### src/rtl/mem_stream_loader.sv
// mem_stream_loader: byte-serial framed loader that writes
// little-endian 32-bit words into the split inst/data memory.
module mem_stream_loader #(
  parameter int          MEM_WORDS = 4096,
  parameter logic [7:0]  CMD_INST  = 8'h01,
  parameter logic [7:0]  CMD_DATA  = 8'h02
) (
  input  logic        clk,
  input  logic        rst_n,
  input  logic        in_valid,
  input  logic [7:0]  in_data,
  output logic        in_ready,
  output logic [31:0] mem_addr,
  output logic [31:0] mem_wdata,
  output logic [1:0]  mem_wsel,
  output logic        busy,
  output logic        done,
  output logic        err,
  output logic [15:0] words_written
);

  typedef enum logic [1:0] {
    IDLE,
    HDR,
    DATA,
    WRITE
  } state_t;

  state_t      state;
  state_t      state_nxt;
  logic        sel;
  logic [31:0] base;
  logic [31:0] word;
  logic [15:0] count;
  logic [15:0] idx;
  logic [2:0]  bcnt;

  logic        fire;
  logic        cmd_ok;
  logic        last_hdr;
  logic        last_byte;
  logic        last_word;
  logic        zero_cnt;
  logic [31:0] waddr;
  logic [31:0] wnext;

  assign fire      = in_valid & in_ready;
  assign cmd_ok    = (in_data == CMD_INST) ||
                     (in_data == CMD_DATA);
  assign last_hdr  = bcnt == 3'd5;
  assign last_byte = bcnt == 3'd3;
  assign zero_cnt  = {in_data, count[7:0]} == 16'd0;
  assign last_word = (idx + 16'd1) == count;
  assign waddr     = base + {16'd0, idx};
  assign wnext     = {in_data, word[31:8]};

  // State register; busy is registered from the next state
  always_ff @(posedge clk or negedge rst_n) begin
    if (!rst_n) begin
      state <= IDLE;
      busy  <= 1'b0;
    end else begin
      state <= state_nxt;
      busy  <= state_nxt != IDLE;
    end
  end

  // Next-state decode
  always_comb begin
    state_nxt = state;
    unique case (state)
      IDLE:
        if (fire && cmd_ok)
          state_nxt = HDR;
      HDR:
        if (fire && last_hdr)
          state_nxt = zero_cnt ? IDLE : DATA;
      DATA:
        if (fire && last_byte)
          state_nxt = WRITE;
      WRITE:
        state_nxt = last_word ? IDLE : DATA;
    endcase
  end

  // Only in_ready is decoded straight from state
  always_comb begin
    in_ready = state != WRITE;
  end

  // Framing registers and registered memory-side outputs
  always_ff @(posedge clk or negedge rst_n) begin
    if (!rst_n) begin
      sel           <= 1'b0;
      base          <= 32'd0;
      count         <= 16'd0;
      idx           <= 16'd0;
      word          <= 32'd0;
      bcnt          <= 3'd0;
      mem_addr      <= 32'd0;
      mem_wdata     <= 32'd0;
      mem_wsel      <= 2'd2;
      done          <= 1'b0;
      err           <= 1'b0;
      words_written <= 16'd0;
    end else begin
      done     <= 1'b0;
      mem_wsel <= 2'd2;
      unique case (state)
        IDLE: begin
          if (fire) begin
            if (cmd_ok) begin
              sel           <= in_data == CMD_DATA;
              err           <= 1'b0;
              words_written <= 16'd0;
              bcnt          <= 3'd0;
            end else begin
              err <= 1'b1;
            end
          end
        end
        HDR: begin
          if (fire) begin
            unique case (bcnt)
              3'd0:    base[7:0]    <= in_data;
              3'd1:    base[15:8]   <= in_data;
              3'd2:    base[23:16]  <= in_data;
              3'd3:    base[31:24]  <= in_data;
              3'd4:    count[7:0]   <= in_data;
              default: count[15:8]  <= in_data;
            endcase
            bcnt <= bcnt + 3'd1;
            if (last_hdr) begin
              bcnt <= 3'd0;
              idx  <= 16'd0;
              done <= zero_cnt;
            end
          end
        end
        DATA: begin
          if (fire) begin
            word <= wnext;
            bcnt <= last_byte ? 3'd0 : bcnt + 3'd1;
            if (last_byte) begin
              mem_addr  <= waddr;
              mem_wdata <= wnext;
              if (waddr < 32'(MEM_WORDS))
                mem_wsel <= {1'b0, sel};
              else
                err <= 1'b1;
            end
          end
        end
        WRITE: begin
          words_written <= words_written + 16'd1;
          idx           <= idx + 16'd1;
          done          <= last_word;
        end
      endcase
    end
  end

endmodule

### config.mk
export PLATFORM = sky130hd
export DESIGN_NAME = mem_stream_loader
export DESIGN_NICKNAME = d
export VERILOG_FILES = /design/src/rtl/mem_stream_loader.sv
export SDC_FILE = /design/constraint.sdc
export NUM_CORES = 1
export LEC_CHECK = 0
export ABC_AREA = 1
export CAP_MARGIN = 20
export CORE_MARGIN = 2
export CORE_UTILIZATION = 55
export CTS_BUF_LIST = sky130_fd_sc_hd__clkbuf_8
export CTS_CLUSTER_DIAMETER = 150
export DETAILED_ROUTE_END_ITERATION = 6
export DONT_BUFFER_PORTS = 1
export MAX_ROUTING_LAYER = met4
export PLACE_DENSITY = 0.76
export SETUP_SLACK_MARGIN = 0.05
export SYNTH_ARGS = -nofsm -noshare
export SYNTH_HDL_FRONTEND = slang
export SYNTH_SLANG_ARGS = --single-unit
export TNS_END_PERCENT = 100
### constraint.sdc
create_clock -name clk -period 2.6 [get_ports clk]
set_input_delay 0 -clock clk [delete_from_list [all_inputs] [get_ports clk]]
set_output_delay 0 -clock clk [all_outputs]
set_load 0.01 [all_outputs]
Yosys cells after proc, flatten, opt, wreduce, memory -nomap -nowiden
Cells that the tools add are included.
- bits of input ports: 11
- output and inout bits: 86
- logic and storage cells: 102
- flip-flop bits (word level): 187
- mux-type cells: 32
- reductions and logical operators: 26
- bitwise logic cells: 2
- eq/ne operators: 19
- add/sub/neg operators: 4
- order comparisons: 1
- operators with widths (operator ; count):
    two-way mux 16 bit ; 4
    one-hot mux 16 bit (2 select lines) ; 2
    adder 16 x 1 -> 16 bit, second input constant ; 2
    adder 32 x 16 -> 32 bit ; 1
    < comparator 32 x 13 -> 1 bit, second input constant ; 1
    AND reduction 3 bit ; 10
    two-way mux 2 bit ; 9
    two-way mux 3 bit ; 6
    == test 16 bit ; 1
    zero test 16 bit ; 1
    inequality test 2 bit, second input constant ; 8
    AND reduction 5 bit ; 2
    one-hot mux 3 bit (3 select lines) ; 1
    == test 8 x 1 -> 1 bit, second input constant ; 1
    == test 8 x 2 -> 1 bit, second input constant ; 1
    one-hot mux 2 bit (4 select lines) ; 1
    nonzero test 2 bit ; 4
    two-way mux 1 bit ; 7
    == test 3 x 2 -> 1 bit, second input constant ; 2
    == test 3 bit, second input constant ; 2
    OR reduction 5 bit ; 1
    == test 2 bit, second input constant ; 2
    one-hot mux 1 bit (2 select lines) ; 2
    adder 3 x 1 -> 3 bit, second input constant ; 1
    10 further kinds ; 12

Longest topological paths before layout
- depth after elaboration: 6
- mapped depth: 17
- mapped depth without buffers: 17

Worst setup path after synthesis
Ideal clock, no wire load.
- kind: register to register
- from: register idx[0]
- to: register err
- setup time: 120 ps
- setup slack: 331 ps
- period minus slack after synthesis: 2269 ps
- data required time: 2480 ps
- arrival time: 2149 ps
- cell stages (with the launch flop): 17
- path buffers: 0
- cells stage by stage: dfrtp_1 -> ha_1 -> fa_1 -> nand3_1 -> nand3_1 -> nand2_1 -> nand3_1 -> nand2_1 -> nand2_1 -> nand3b_1 -> nand2_1 -> nor2_1 -> nand2_1 -> nor2_1 -> nand3_1 -> nand2_1 -> a21oi_1
- cells in the longest elaborated chain, start to end: 4
- ends and longest elaborated chain (element ; line ; RTL):
    start, declared ; 35 ; logic [15:0] idx;
    start signal, assigned ; 156 ; idx <= idx + 16'd1;
    adder 32 x 16 -> 32 bit ; 54 ; assign waddr = base + {16'd0, idx};
    < comparator 32 x 13 -> 1 bit ; 147 ; if (waddr < 32'(MEM_WORDS))
    inequality test 2 bit (no line) ; n/a ;
    AND reduction 5 bit (no line) ; n/a ;
    end signal, assigned ; 104 ; err <= 1'b0;
    end signal, assigned ; 114 ; err <= 1'b0;
    end signal, assigned ; 150 ; err <= 1'b1;
    end, declared ; 18 ; output logic err,
No other way between the ends.
A chain may end at the register's enable or synchronous reset.

Final worst setup path
- from: register idx[1]
- to: register mem_wsel[0]
- cells in the longest elaborated chain, start to end: 6
- ends and longest elaborated chain (element ; line ; RTL):
    adder 32 x 16 -> 32 bit ; 54 ;
    < comparator 32 x 13 -> 1 bit ; 147 ;
    two-way mux 2 bit ; 147 ;
    two-way mux 2 bit ; 144 ; if (last_byte) begin
    two-way mux 2 bit ; 141 ; if (fire) begin
    two-way mux 2 bit ; 109 ; unique case (state)
    end signal, assigned ; 148 ; mem_wsel <= {1'b0, sel};
    end, declared ; 15 ; output logic [1:0] mem_wsel,
No other way between the ends.

==> summary.md <==
| Metric | Value |
|---|---|
| Instance count on the critical path | 16 |
| Worst path cell trace | buf_4 -> fa_2 -> nand3_1 -> nand3_2 -> nand3_1 -> nand3_2 -> nand2_1 -> nand2_1 -> nand2_1 -> nand2_1 -> inv_1 -> nand3_1 -> nor2_2 -> nand4_1 -> buf_4 -> nor2_1 |
| Max clock buf depth | 2 |
| Syn Nets | 1,308 |
| Clock transition at path regs | 90 ps |
| Most common cell after layout, fill and taps aside | nand2_1 |
| Cell Pwr Density | 1190 nW/um2 |
| Worst Hold Class | in2async |
| Worst path most repeated cell | nand2_1 |
| Chip width | 136 um |
| Final net count | 1,336 |
| I/O Buffers | 0 |
| DR iter-0 viols | 715 |
| First-pass GRT wire length | 40,200 um |
| Gr ovfl total | 0 |
| DR WL/cell | 16.4 um |
| Peak VDD IR | 0.512 mV |
| Total die area | 18,600 um2 |
| Fin Setup TNS | 0 ps |
| Area delta synth->final | 12.0% |
| Arr. time, crit path | 2850 ps |
| Met2 wire len | 11,500 um |
| Syn avg cell area | 7.59 um2 |
| Post-CTS Hold Buffers | 9 |
| Max-capacitance violation count | 0 |
| Final Non-Filler Cells | 1,534 |
| Vias/cell | 5.47 |
| Initial Util | 56.1% |
| Vias | 8,388 |
| Wl on met1 | 11,200 um |
| Reg2Reg Depth | 16 |
| Leakage power | 5.30 nW |
| FMAX | 0.409 GHz |
| CORE AREA | 17,200 um2 |
| Final Max Slew Viols | 0 |
| Cell count after synthesis | 1,268 |
| Fillers | 1,505 |
| Rows | 48 |
| Root buffer cell | clkbuf_8 |
| Placed Cells | 1,489 |
| Cell area after synthesis | 9630 um2 |
| Max_slew headroom | 60.9% |
| Post-synth EDFFs | 0 |
| Endpoints failing setup | 0 |
| Minimum hold slack | -777 ps |
| Register area share after synthesis | 46.5% |
| CP Data Required Time | 3010 ps |
| Largest net degree at the start of global routing | 180 |
| Worst-path fanout max | 5 |
| Post-layout util | 62.8% |
| Final Hold Fails | 179 |
| Worst r2r src | idx[1]$_DFFE_PN0P_ |
| Critical path's largest stage delay | 480 ps |
| CTS tree | built |
| Worst Setup SP | idx[1]$_DFFE_PN0P_ |
| Antenna-violating nets left | 0 |
| Post-Route WL | 25,200 um |
| Bufs and invs on worst path | 3 |
| DRC Markers | 0 |
| Asr flop ratio synth | 100% |
| Critical Path End Type | register |
| DR WL met3 | 1850 um |
| RSZ-0062 raised after global routing | true |
| Most frequent cells in the layout | nand2_1 (410), dfrtp_1 (171), inv_1 (157) |
| Fraction of layout cells with a size suffix above 1 | 10.6% |
| Count of TritonRoute iterations in the first routing pass | 5 |
| Synth top area share | 46.3% |
| Setup CP Type | reg2reg |
| Vias in the first global route | 7,768 |
| Outcome | finished with violations |
| Tmin final | 2440 ps |
| Worst skew pair latency | 470 ps |
| Die height | 136 um |
| Ranking of synthesized cells by area | dfrtp_1 (46%), nand2_1 (16%), o21ai_0 (6.4%), inv_1 (6.2%), ha_1 (3.6%) |
| Critical path's slowest cell | dfrtp_2 |
| Predominant post-synthesis flop cell | dfrtp_1 |
| YS warnings | 0 |
| Worst-Margin Slew | 585 ps |
| Synth Register Bits | 179 |
| Critical path's top delay family | simple AND/OR/NAND/NOR gates |
| Area leader, netlist | dfrtp_1 |
| CTS Buf Count | 17 |
| DP HPWL | 18,100 um |
| H-tree depth | 4 |
| Routability cong. | 0.989 |
| CP Launch Type | register |
| Top Ports | 97 |
| Finished Cell Area | 10,800 um2 |
| CTS sink cnt | 179 |
| Failing checks | negative hold slack |
| Total GRT Usage | 29.0% |
| Tcrit/Tclk final | 94.0% |
| Placed Area | 9990 um2 |
| Highest metal used | met4 |
| Initial antenna violation count | 1 |
| Post-synth cell types | 37 |
| Setup Skew | 8.52 ps |
[sequential cells by signal (all words and copies together) (netlist names)]
register and count:
base 32, bcnt 3, busy 1, count 16, done 1, err 1
idx 16, mem_addr 32, mem_wdata 32, mem_wsel 2, sel 1, state 2
word 24, words_written 16
[cells in the mapped netlist (2+ instances only)]
cell      number
inv_2          2
clkbuf_1      20
o21ai_2        2
nand2_4        2
nor3_1        22
or2_2          3
xor2_1        15
a21oi_1       44
nand2_2        4
nand3_1       60
buf_2          8
nand3_2        3
nor2_1        90
nor3_4         3
nand3b_1       7
o31ai_1        7
nor3_2         2
o22ai_1       11
o21ai_0      124
nand4_1       19
nand2_1      416
nor2_2         9
nor4_1         6
ha_1          28
inv_1        158
dfrtp_1      178
xnor2_1       15
[routing by layer]
layer / up-vias / global-route usage [%]
li1: 4120 / -
met1: 3898 / 38.4
met2: 320 / 44.1
met3: 50 / 6.45
met4: 0 / 10.4
met5: - / -
[per-stage QoR]
stage / setup WS, ps / total power, mW
after global routing: -1.36 / 13.9
after detailed placement: -16.4 / 10.2
after floorplan: 331 / 8.47
after CTS: 50.1 / 12.4
after global placement: -11.6 / 10.0
final: 156 / 12.8
[what timing repair did]
action / CTS / global route
endpoints found under the setup margin: 3 / 5
endpoints found under the hold margin: 249 / 179
buffers inserted: 0 / 4
gates cloned: 0 / 0
gates resized for setup: 5 / 48
pin swaps: 1 / 2
[worst paths after layout]
path	end	slack, ps
max	mem_wsel[0]$_DFF_PN0_	160
min	count[4]$_DFFE_PN0P_	-780
max reg2reg	mem_wsel[0]$_DFF_PN0_	160
min reg2reg	mem_wsel[0]$_DFF_PN0_	510
max in group asynchronous	base[22]$_DFFE_PN0P_	3150
min in group clk	state[0]$_DFF_PN0_	40
[kinds of logic after synthesis]
group           Yosys count  share of synthesized area, %
fa+ha+maj                29                          3.85
xor+xnor                 31                          2.96
compound gates          191                          10.4
simple gates            649                          28.8
buf+inv                 189                          7.49
flops                   179                          46.5
[worst register-to-register path, cell delays in order, from the launching register on]
cell and delay, ps:
dfrtp_2 480, buf_4 160, fa_2 380, nand3_1 130, nand3_2 100, nand3_1 120
nand3_2 120, nand2_1 110, nand2_1 50, nand2_1 50, nand2_1 40, inv_1 80
nand3_1 100, nor2_2 120, nand4_1 100, buf_4 170, nor2_1 70
[where the power goes]
| group | total (mW) | internal [mW] | switching, mW |
|---|---|---|---|
| logic | 5.54 | 2.12 | 3.42 |
| registers | 5.24 | 3.93 | 1.32 |
| clock network | 2.06 | 0.991 | 1.07 |
[cell type report]
class	count	area [um2]	area share, %
multi-input combinational	900	4670	43.3
sequential	179	4490	41.6
inverter	161	606	5.62
timing repair buffer	37	313	2.90
tap	225	282	2.61
clock buffer	18	248	2.30
clock inverter	13	173	1.60
antenna	1	2.50	0.0232
Power figures use the tool's default switching activity.
